File: config.mk
export PLATFORM = sky130hd
export DESIGN_NAME = nodf_module_status
export DESIGN_NICKNAME = d
export VERILOG_FILES = /design/src/rtl/nodf_module_status.sv
export SDC_FILE = /design/constraint.sdc
export NUM_CORES = 1
export LEC_CHECK = 0
export CORE_MARGIN = 4
export CORE_UTILIZATION = 51
export DETAILED_ROUTE_END_ITERATION = 10
export PLACE_DENSITY = 0.85
export RECOVER_POWER = 50
export SYNTH_ARGS = -nofsm -noshare
export SYNTH_HDL_FRONTEND = slang
export SYNTH_SLANG_ARGS = --single-unit
export TNS_END_PERCENT = 50
File: constraint.sdc
create_clock -name clock -period 13.55 [get_ports clock]
set_input_delay 2.0325 -clock clock [delete_from_list [all_inputs] [get_ports clock]]
set_output_delay 2.0325 -clock clock [all_outputs]
set_load 0.02 [all_outputs]
File: src/rtl/nodf_module_status.sv
// Passive status tracker for one ap_start/ap_ready/ap_done/ap_continue HLS block.
// Optional macro STALL_COUNT_EN enables the stall_cycles counter (tied to 0 otherwise).
module nodf_module_status #(
    parameter int CNT_W = 32,
    parameter int DEPTH = 4
) (
    input  logic                       clock,
    input  logic                       reset,
    input  logic                       ap_start,
    input  logic                       ap_ready,
    input  logic                       ap_done,
    input  logic                       ap_continue,
    input  logic                       finish,
    output logic [1:0]                 status,
    output logic [CNT_W-1:0]           cycle,
    output logic [CNT_W-1:0]           start_cnt,
    output logic [CNT_W-1:0]           done_cnt,
    output logic [$clog2(DEPTH):0]     inflight,
    output logic [CNT_W-1:0]           last_lat,
    output logic [CNT_W-1:0]           max_lat,
    output logic [CNT_W-1:0]           stall_cycles,
    output logic                       evt_valid,
    output logic [1:0]                 evt_type,
    output logic [CNT_W-1:0]           evt_time,
    output logic                       err_ovf,
    output logic                       err_unf
);

    localparam int PTR_W = $clog2(DEPTH);
    localparam int INF_W = PTR_W + 1;
    localparam logic [CNT_W-1:0] CNT_MAX = {CNT_W{1'b1}};

    typedef enum logic [1:0] {
        ST_IDLE     = 2'd0,
        ST_ACTIVE   = 2'd1,
        ST_STALL    = 2'd2,
        ST_FINISHED = 2'd3
    } status_e;

    localparam logic [1:0] EVT_START = 2'd0;
    localparam logic [1:0] EVT_DONE  = 2'd1;
    localparam logic [1:0] EVT_BOTH  = 2'd2;
    localparam logic [1:0] EVT_ERROR = 2'd3;

    function automatic logic [CNT_W-1:0] sat_inc(input logic [CNT_W-1:0] v);
        return (v == CNT_MAX) ? v : v + CNT_W'(1);
    endfunction

    logic [CNT_W-1:0] cycle_q, start_cnt_q, done_cnt_q, last_lat_q, max_lat_q, evt_time_q;
    logic [INF_W-1:0] count_q, count_d;
    logic [PTR_W-1:0] wr_ptr_q, rd_ptr_q;
    logic             finished_q, evt_valid_q, err_ovf_q, err_unf_q;
    logic [1:0]       evt_type_q;

    logic [DEPTH-1:0][CNT_W-1:0] ts_all;
    logic [CNT_W-1:0] head_ts, lat_val;
    logic             s_acc, d_acc, fifo_empty, fifo_full;
    logic             push, pop, start_inc, done_inc, lat_upd, evt_fire, set_ovf, set_unf;
    logic [1:0]       evt_kind;
    status_e          st_now;

    assign s_acc      = ap_start & ap_ready;
    assign d_acc      = ap_done & ap_continue;
    assign fifo_empty = (count_q == '0);
    assign fifo_full  = (count_q == INF_W'(DEPTH));
    assign head_ts    = ts_all[rd_ptr_q];

    // Start-timestamp storage: one register per slot, written at the write pointer.
    generate
        for (genvar gi = 0; gi < DEPTH; gi++) begin : g_ts
            logic [CNT_W-1:0] ts_q;
            always_ff @(posedge clock) begin
                if (reset) begin
                    ts_q <= '0;
                end else if (push && (wr_ptr_q == PTR_W'(gi))) begin
                    ts_q <= cycle_q;
                end
            end
            assign ts_all[gi] = ts_q;
        end
    endgenerate

    // Handshake decode; a simultaneous done pops before the start pushes.
    always_comb begin
        push      = 1'b0;
        pop       = 1'b0;
        start_inc = 1'b0;
        done_inc  = 1'b0;
        lat_upd   = 1'b0;
        lat_val   = '0;
        evt_fire  = 1'b0;
        evt_kind  = EVT_START;
        set_ovf   = 1'b0;
        set_unf   = 1'b0;
        if (!finished_q) begin
            if (s_acc && d_acc) begin
                start_inc = 1'b1;
                done_inc  = 1'b1;
                lat_upd   = 1'b1;
                evt_fire  = 1'b1;
                evt_kind  = EVT_BOTH;
                if (!fifo_empty) begin
                    push    = 1'b1;
                    pop     = 1'b1;
                    lat_val = cycle_q - head_ts;
                end
            end else if (s_acc) begin
                evt_fire = 1'b1;
                if (fifo_full) begin
                    set_ovf  = 1'b1;
                    evt_kind = EVT_ERROR;
                end else begin
                    push      = 1'b1;
                    start_inc = 1'b1;
                    evt_kind  = EVT_START;
                end
            end else if (d_acc) begin
                evt_fire = 1'b1;
                if (fifo_empty) begin
                    set_unf  = 1'b1;
                    evt_kind = EVT_ERROR;
                end else begin
                    pop      = 1'b1;
                    done_inc = 1'b1;
                    lat_upd  = 1'b1;
                    lat_val  = cycle_q - head_ts;
                    evt_kind = EVT_DONE;
                end
            end
        end
    end

    always_comb begin
        case ({push, pop})
            2'b10:   count_d = count_q + INF_W'(1);
            2'b01:   count_d = count_q - INF_W'(1);
            default: count_d = count_q;
        endcase
    end

    always_comb begin
        st_now = ST_IDLE;
        if (finished_q) begin
            st_now = ST_FINISHED;
        end else if (ap_done && !ap_continue) begin
            st_now = ST_STALL;
        end else if (!fifo_empty || ap_start) begin
            st_now = ST_ACTIVE;
        end
    end

    always_ff @(posedge clock) begin
        if (reset) begin
            cycle_q     <= '0;
            start_cnt_q <= '0;
            done_cnt_q  <= '0;
            last_lat_q  <= '0;
            max_lat_q   <= '0;
            count_q     <= '0;
            wr_ptr_q    <= '0;
            rd_ptr_q    <= '0;
            finished_q  <= 1'b0;
            evt_valid_q <= 1'b0;
            evt_type_q  <= EVT_START;
            evt_time_q  <= '0;
            err_ovf_q   <= 1'b0;
            err_unf_q   <= 1'b0;
        end else if (!finished_q) begin
            cycle_q     <= cycle_q + CNT_W'(1);
            finished_q  <= finish;
            count_q     <= count_d;
            evt_valid_q <= evt_fire;
            if (start_inc) start_cnt_q <= sat_inc(start_cnt_q);
            if (done_inc)  done_cnt_q  <= sat_inc(done_cnt_q);
            if (push)      wr_ptr_q    <= wr_ptr_q + PTR_W'(1);
            if (pop)       rd_ptr_q    <= rd_ptr_q + PTR_W'(1);
            if (set_ovf)   err_ovf_q   <= 1'b1;
            if (set_unf)   err_unf_q   <= 1'b1;
            if (lat_upd) begin
                last_lat_q <= lat_val;
                if (lat_val > max_lat_q) max_lat_q <= lat_val;
            end
            if (evt_fire) begin
                evt_type_q <= evt_kind;
                evt_time_q <= cycle_q;
            end
        end else begin
            evt_valid_q <= 1'b0;
        end
    end

`ifdef STALL_COUNT_EN
    logic [CNT_W-1:0] stall_q;
    always_ff @(posedge clock) begin
        if (reset) begin
            stall_q <= '0;
        end else if (st_now == ST_STALL) begin
            stall_q <= sat_inc(stall_q);
        end
    end
    assign stall_cycles = stall_q;
`else
    assign stall_cycles = '0;
`endif

    assign status    = st_now;
    assign cycle     = cycle_q;
    assign start_cnt = start_cnt_q;
    assign done_cnt  = done_cnt_q;
    assign inflight  = count_q;
    assign last_lat  = last_lat_q;
    assign max_lat   = max_lat_q;
    assign evt_valid = evt_valid_q;
    assign evt_type  = evt_type_q;
    assign evt_time  = evt_time_q;
    assign err_ovf   = err_ovf_q;
    assign err_unf   = err_unf_q;

endmodule

==> impl_results.md <==
* Clk_skew at 0.0164 ns
* Fmax achieved at 0.114 GHz
* TritonCTS clock tree: built
* Pwr/cell area at 107 nW/um2
* Placed cell areas at 18700 um2
* Setup violators final at 0
* Worst Hold Depth at 2
* Post-Synthesis Cells at 2054
* Slew margin rel. at -361%
* CP endpoint kind: register
* Total GRT Usage at 24.3%
* Mapped cell area at 16600 um2
* Synth top area share at 40.3%
* Part of the cycle the worst path needs at 64.5%
* Tmin final at 8.73 ns
* Top layer in use: met4
* Area grow syn2layout at 20.1%
* Fillers at 2568
* Post-CTS Hold Fix Bufs at 0
* Layout cells sized above 1 at 6.07%
* Synth warn at 0
* Dominant cell type by area after synthesis: dfxtp_1
* Failing checks: max-capacitance violations, max-slew violations
* Num rows at 65
* #FFs+latches synth at 333
* Asr flop ratio synth at 0%
* Initial drt markers at 1106
* Routed len/inst at 17.1 um
* Area of the multi-input gates at 8850 um2
* Die Height at 188 um
* Clk root buf: clkbuf_16
* Top area cells in the synthesized netlist: dfxtp_1, nand2_1, a21oi_1, ha_1, mux4_2
* Unrepaired setup endpoints after global routing: false
* Worst VDD drop at 0.0000836 V
* Cells on worst reg2reg path at 21
* Drt total wl at 45100 um
* Flop2flop setup slack at 6.87 ns
* Clock Sink Count at 333
* Cts bufs inserted at 37
* # diodes at 0
* WHS Endpoint: g_ts[2].ts_q[6]
* Vias in the first global route at 14400
* Die area at 35400 um2
* Via-per-instance ratio at 5.66
* GP Congestion at 0.897
* Setup TNS at 0 ns
* Max Slew Vio Count at 165
* Clock insertion delay at the later pin of the skew report at 0.53 ns
* Clock buffer depth at 3
* EDFF count, synth at 0
* Worst EP required at 13.92 ns
* WP data arrival at 9.10 ns
* Top Ports at 241
* Met2 wire length at 21200 um
* Max cap viols at 1
* Final antenna-violating net count at 0
* Initial antenna violation count at 0
* CP Launch Type: input port
* I/O Buffers at 208
* # Post-CTS Setup Buffers at 0
* Global route overflow at 0
* # DRC at 0
* Ys flop type: dfxtp_1
* Crit-path max FO at 164
* Detail Route met3 WL at 3730 um
* H-tree levels at 2
* Final HPWL DP at 31100 um
* Wl on met1 at 18800 um
* Hold_sp: g_ts[2].ts_q[6]
* First-pass GRT wire length at 72700 um
* Core Footprint at 31800 um2
* # resized after CTS at 0
* Sequential area share after synthesis at 40.3%
* Synthesized area per cell at 8.06 um2
* P_leak at 0.00795 uW
* DIE WIDTH at 188 um
* Worst Setup Path Type: input port to register
* Drt pass-1 iters at 5
* Clock transition at the registers of the reported paths at 0.06 ns
* Routed via count at 15000
* Register area at 6670 um2
* RR Startpoint: rd_ptr_q[0]
* Initial Utilization at 52.0%
* Design Area, Final at 19900 um2
* Pin count of the biggest net entering global routing at 165
* Nets at 2263
* Hold Path Class: register to register
* Least-Margin Pin Slew at 6.92 ns
* Reg-to-reg endpoint: max_lat[20]
* Status: finished with violations
* Synth cell types at 77
* Final Hold Fails at 0
==> worst max path at each step <==
stage	slack, ns	from	endpoint
after floorplan	8.10	rd_ptr_q[0]	max_lat[10]
after global placement	6.72	ap_continue	max_lat[27]
after detailed placement	6.47	ap_done	max_lat[31]
after CTS	6.98	rd_ptr_q[0]	max_lat[31]
after global routing	4.15	reset	cycle[20]
final	4.82	reset	cycle[20]
==> critical path, stage by stage <==
cell and delay, ns:
clkbuf_1 4.71, buf_4 1.33, buf_4 0.78, nor2_1 0.13
==> routing by layer <==
metal | up-vias | GRT usage [%]
li1 | 7119 | -
met1 | 7095 | 32.0
met2 | 634 | 40.6
met3 | 112 | 3.76
met4 | 0 | 8.72
met5 | - | 0
==> report_power, final <==
group,internal [uW],switching (uW)
clock,600,400
combinational,41.1,89.9
sequential,984,7.56
==> registers in the layout (all words and copies together), names as in the netlist, 3 cells and up <==
register	count
g_ts.ts_q	128
cycle	32
done_cnt	32
evt_time	32
last_lat	32
max_lat	32
start_cnt	32
inflight	3
==> cell families (layout without fill, tap and decap cells) <==
family	after synthesis	count (layout)	synth area share (%)
and+or+nand+nor	829	829	22.5
buffers and inverters	271	395	7.02
AOI/OAI and AO/OA	382	382	13.0
other	1	32	0.0227
DFF	333	333	40.3
xor gates and xnor gates	108	108	5.72
muxes	57	57	5.87
adders and majority gates	73	73	5.61
==> metrics by stage <==
| step | setup WS, ns | hold WS, ns | total power (uW) | util [%] | instances |
|---|---|---|---|---|---|
| 2_1_floorplan | 8.10 | 0.433 | 1110 | - | 2085 |
| 3_3_place_gp | 6.72 | 0.438 | 1140 | 58.7 | 2579 |
| 3_5_place_dp | 6.47 | 0.445 | 1140 | 58.7 | 2579 |
| 4_1_cts | 6.98 | 0.452 | 2140 | 62.6 | 2644 |
| 5_1_grt | 4.15 | 0.466 | 2190 | 62.5 | 2644 |
| 6_report | 4.82 | 0.452 | 2120 | 62.5 | 2644 |
==> placed cells by master (no fill, tap or decap), types with 18 or more instances in the layout <==
cell and count:
o21ai_0 47, clkdlybuf4s50_1 39, conb_1 32, nand2_1 428
a21oi_1 252, mux2i_1 25, clkbuf_16 37, xor2_1 66
ha_1 71, nor2_1 183, xnor2_1 42, nand4_1 43
and3_1 20, dfxtp_1 331, inv_1 104, mux4_2 32
buf_4 18, nand3_1 37, dlygate4sd3_1 168
==> layout make-up <==
class,instances,area share (%)
flip-flops and latches,333,33.5
multi-input cells,1481,44.5
inverters,104,1.96
well taps,435,2.74
clock buffers,54,5.48
repair buffers,226,11.1
clock inverters,11,0.661
==> synthesized netlist by cell type (all sizes together), types with 3 or more instances <==
| library cell | instances |
|---|---|
| nor4 | 9 |
| or3 | 19 |
| o21a | 5 |
| xor2 | 66 |
| nor2 | 183 |
| o21bai | 4 |
| and4 | 11 |
| clkbuf | 108 |
| dfxtp | 333 |
| mux2i | 25 |
| and2 | 14 |
| and3 | 21 |
| a211o | 5 |
| nand2 | 430 |
| or4 | 3 |
| a211oi | 8 |
| nor2b | 6 |
| buf | 58 |
| o211ai | 8 |
| o31ai | 4 |
| o31a | 7 |
| ha | 71 |
| a31oi | 7 |
| o21ai | 49 |
| nand3b | 14 |
| nand4 | 44 |
| inv | 104 |
| xnor2 | 42 |
| mux4 | 32 |
| a21oi | 254 |
| nor3 | 18 |
| nand3 | 38 |
| a21o | 9 |
| nand2b | 7 |
| or3b | 4 |
| a21boi | 4 |
(Power assumes the default switching activity.)
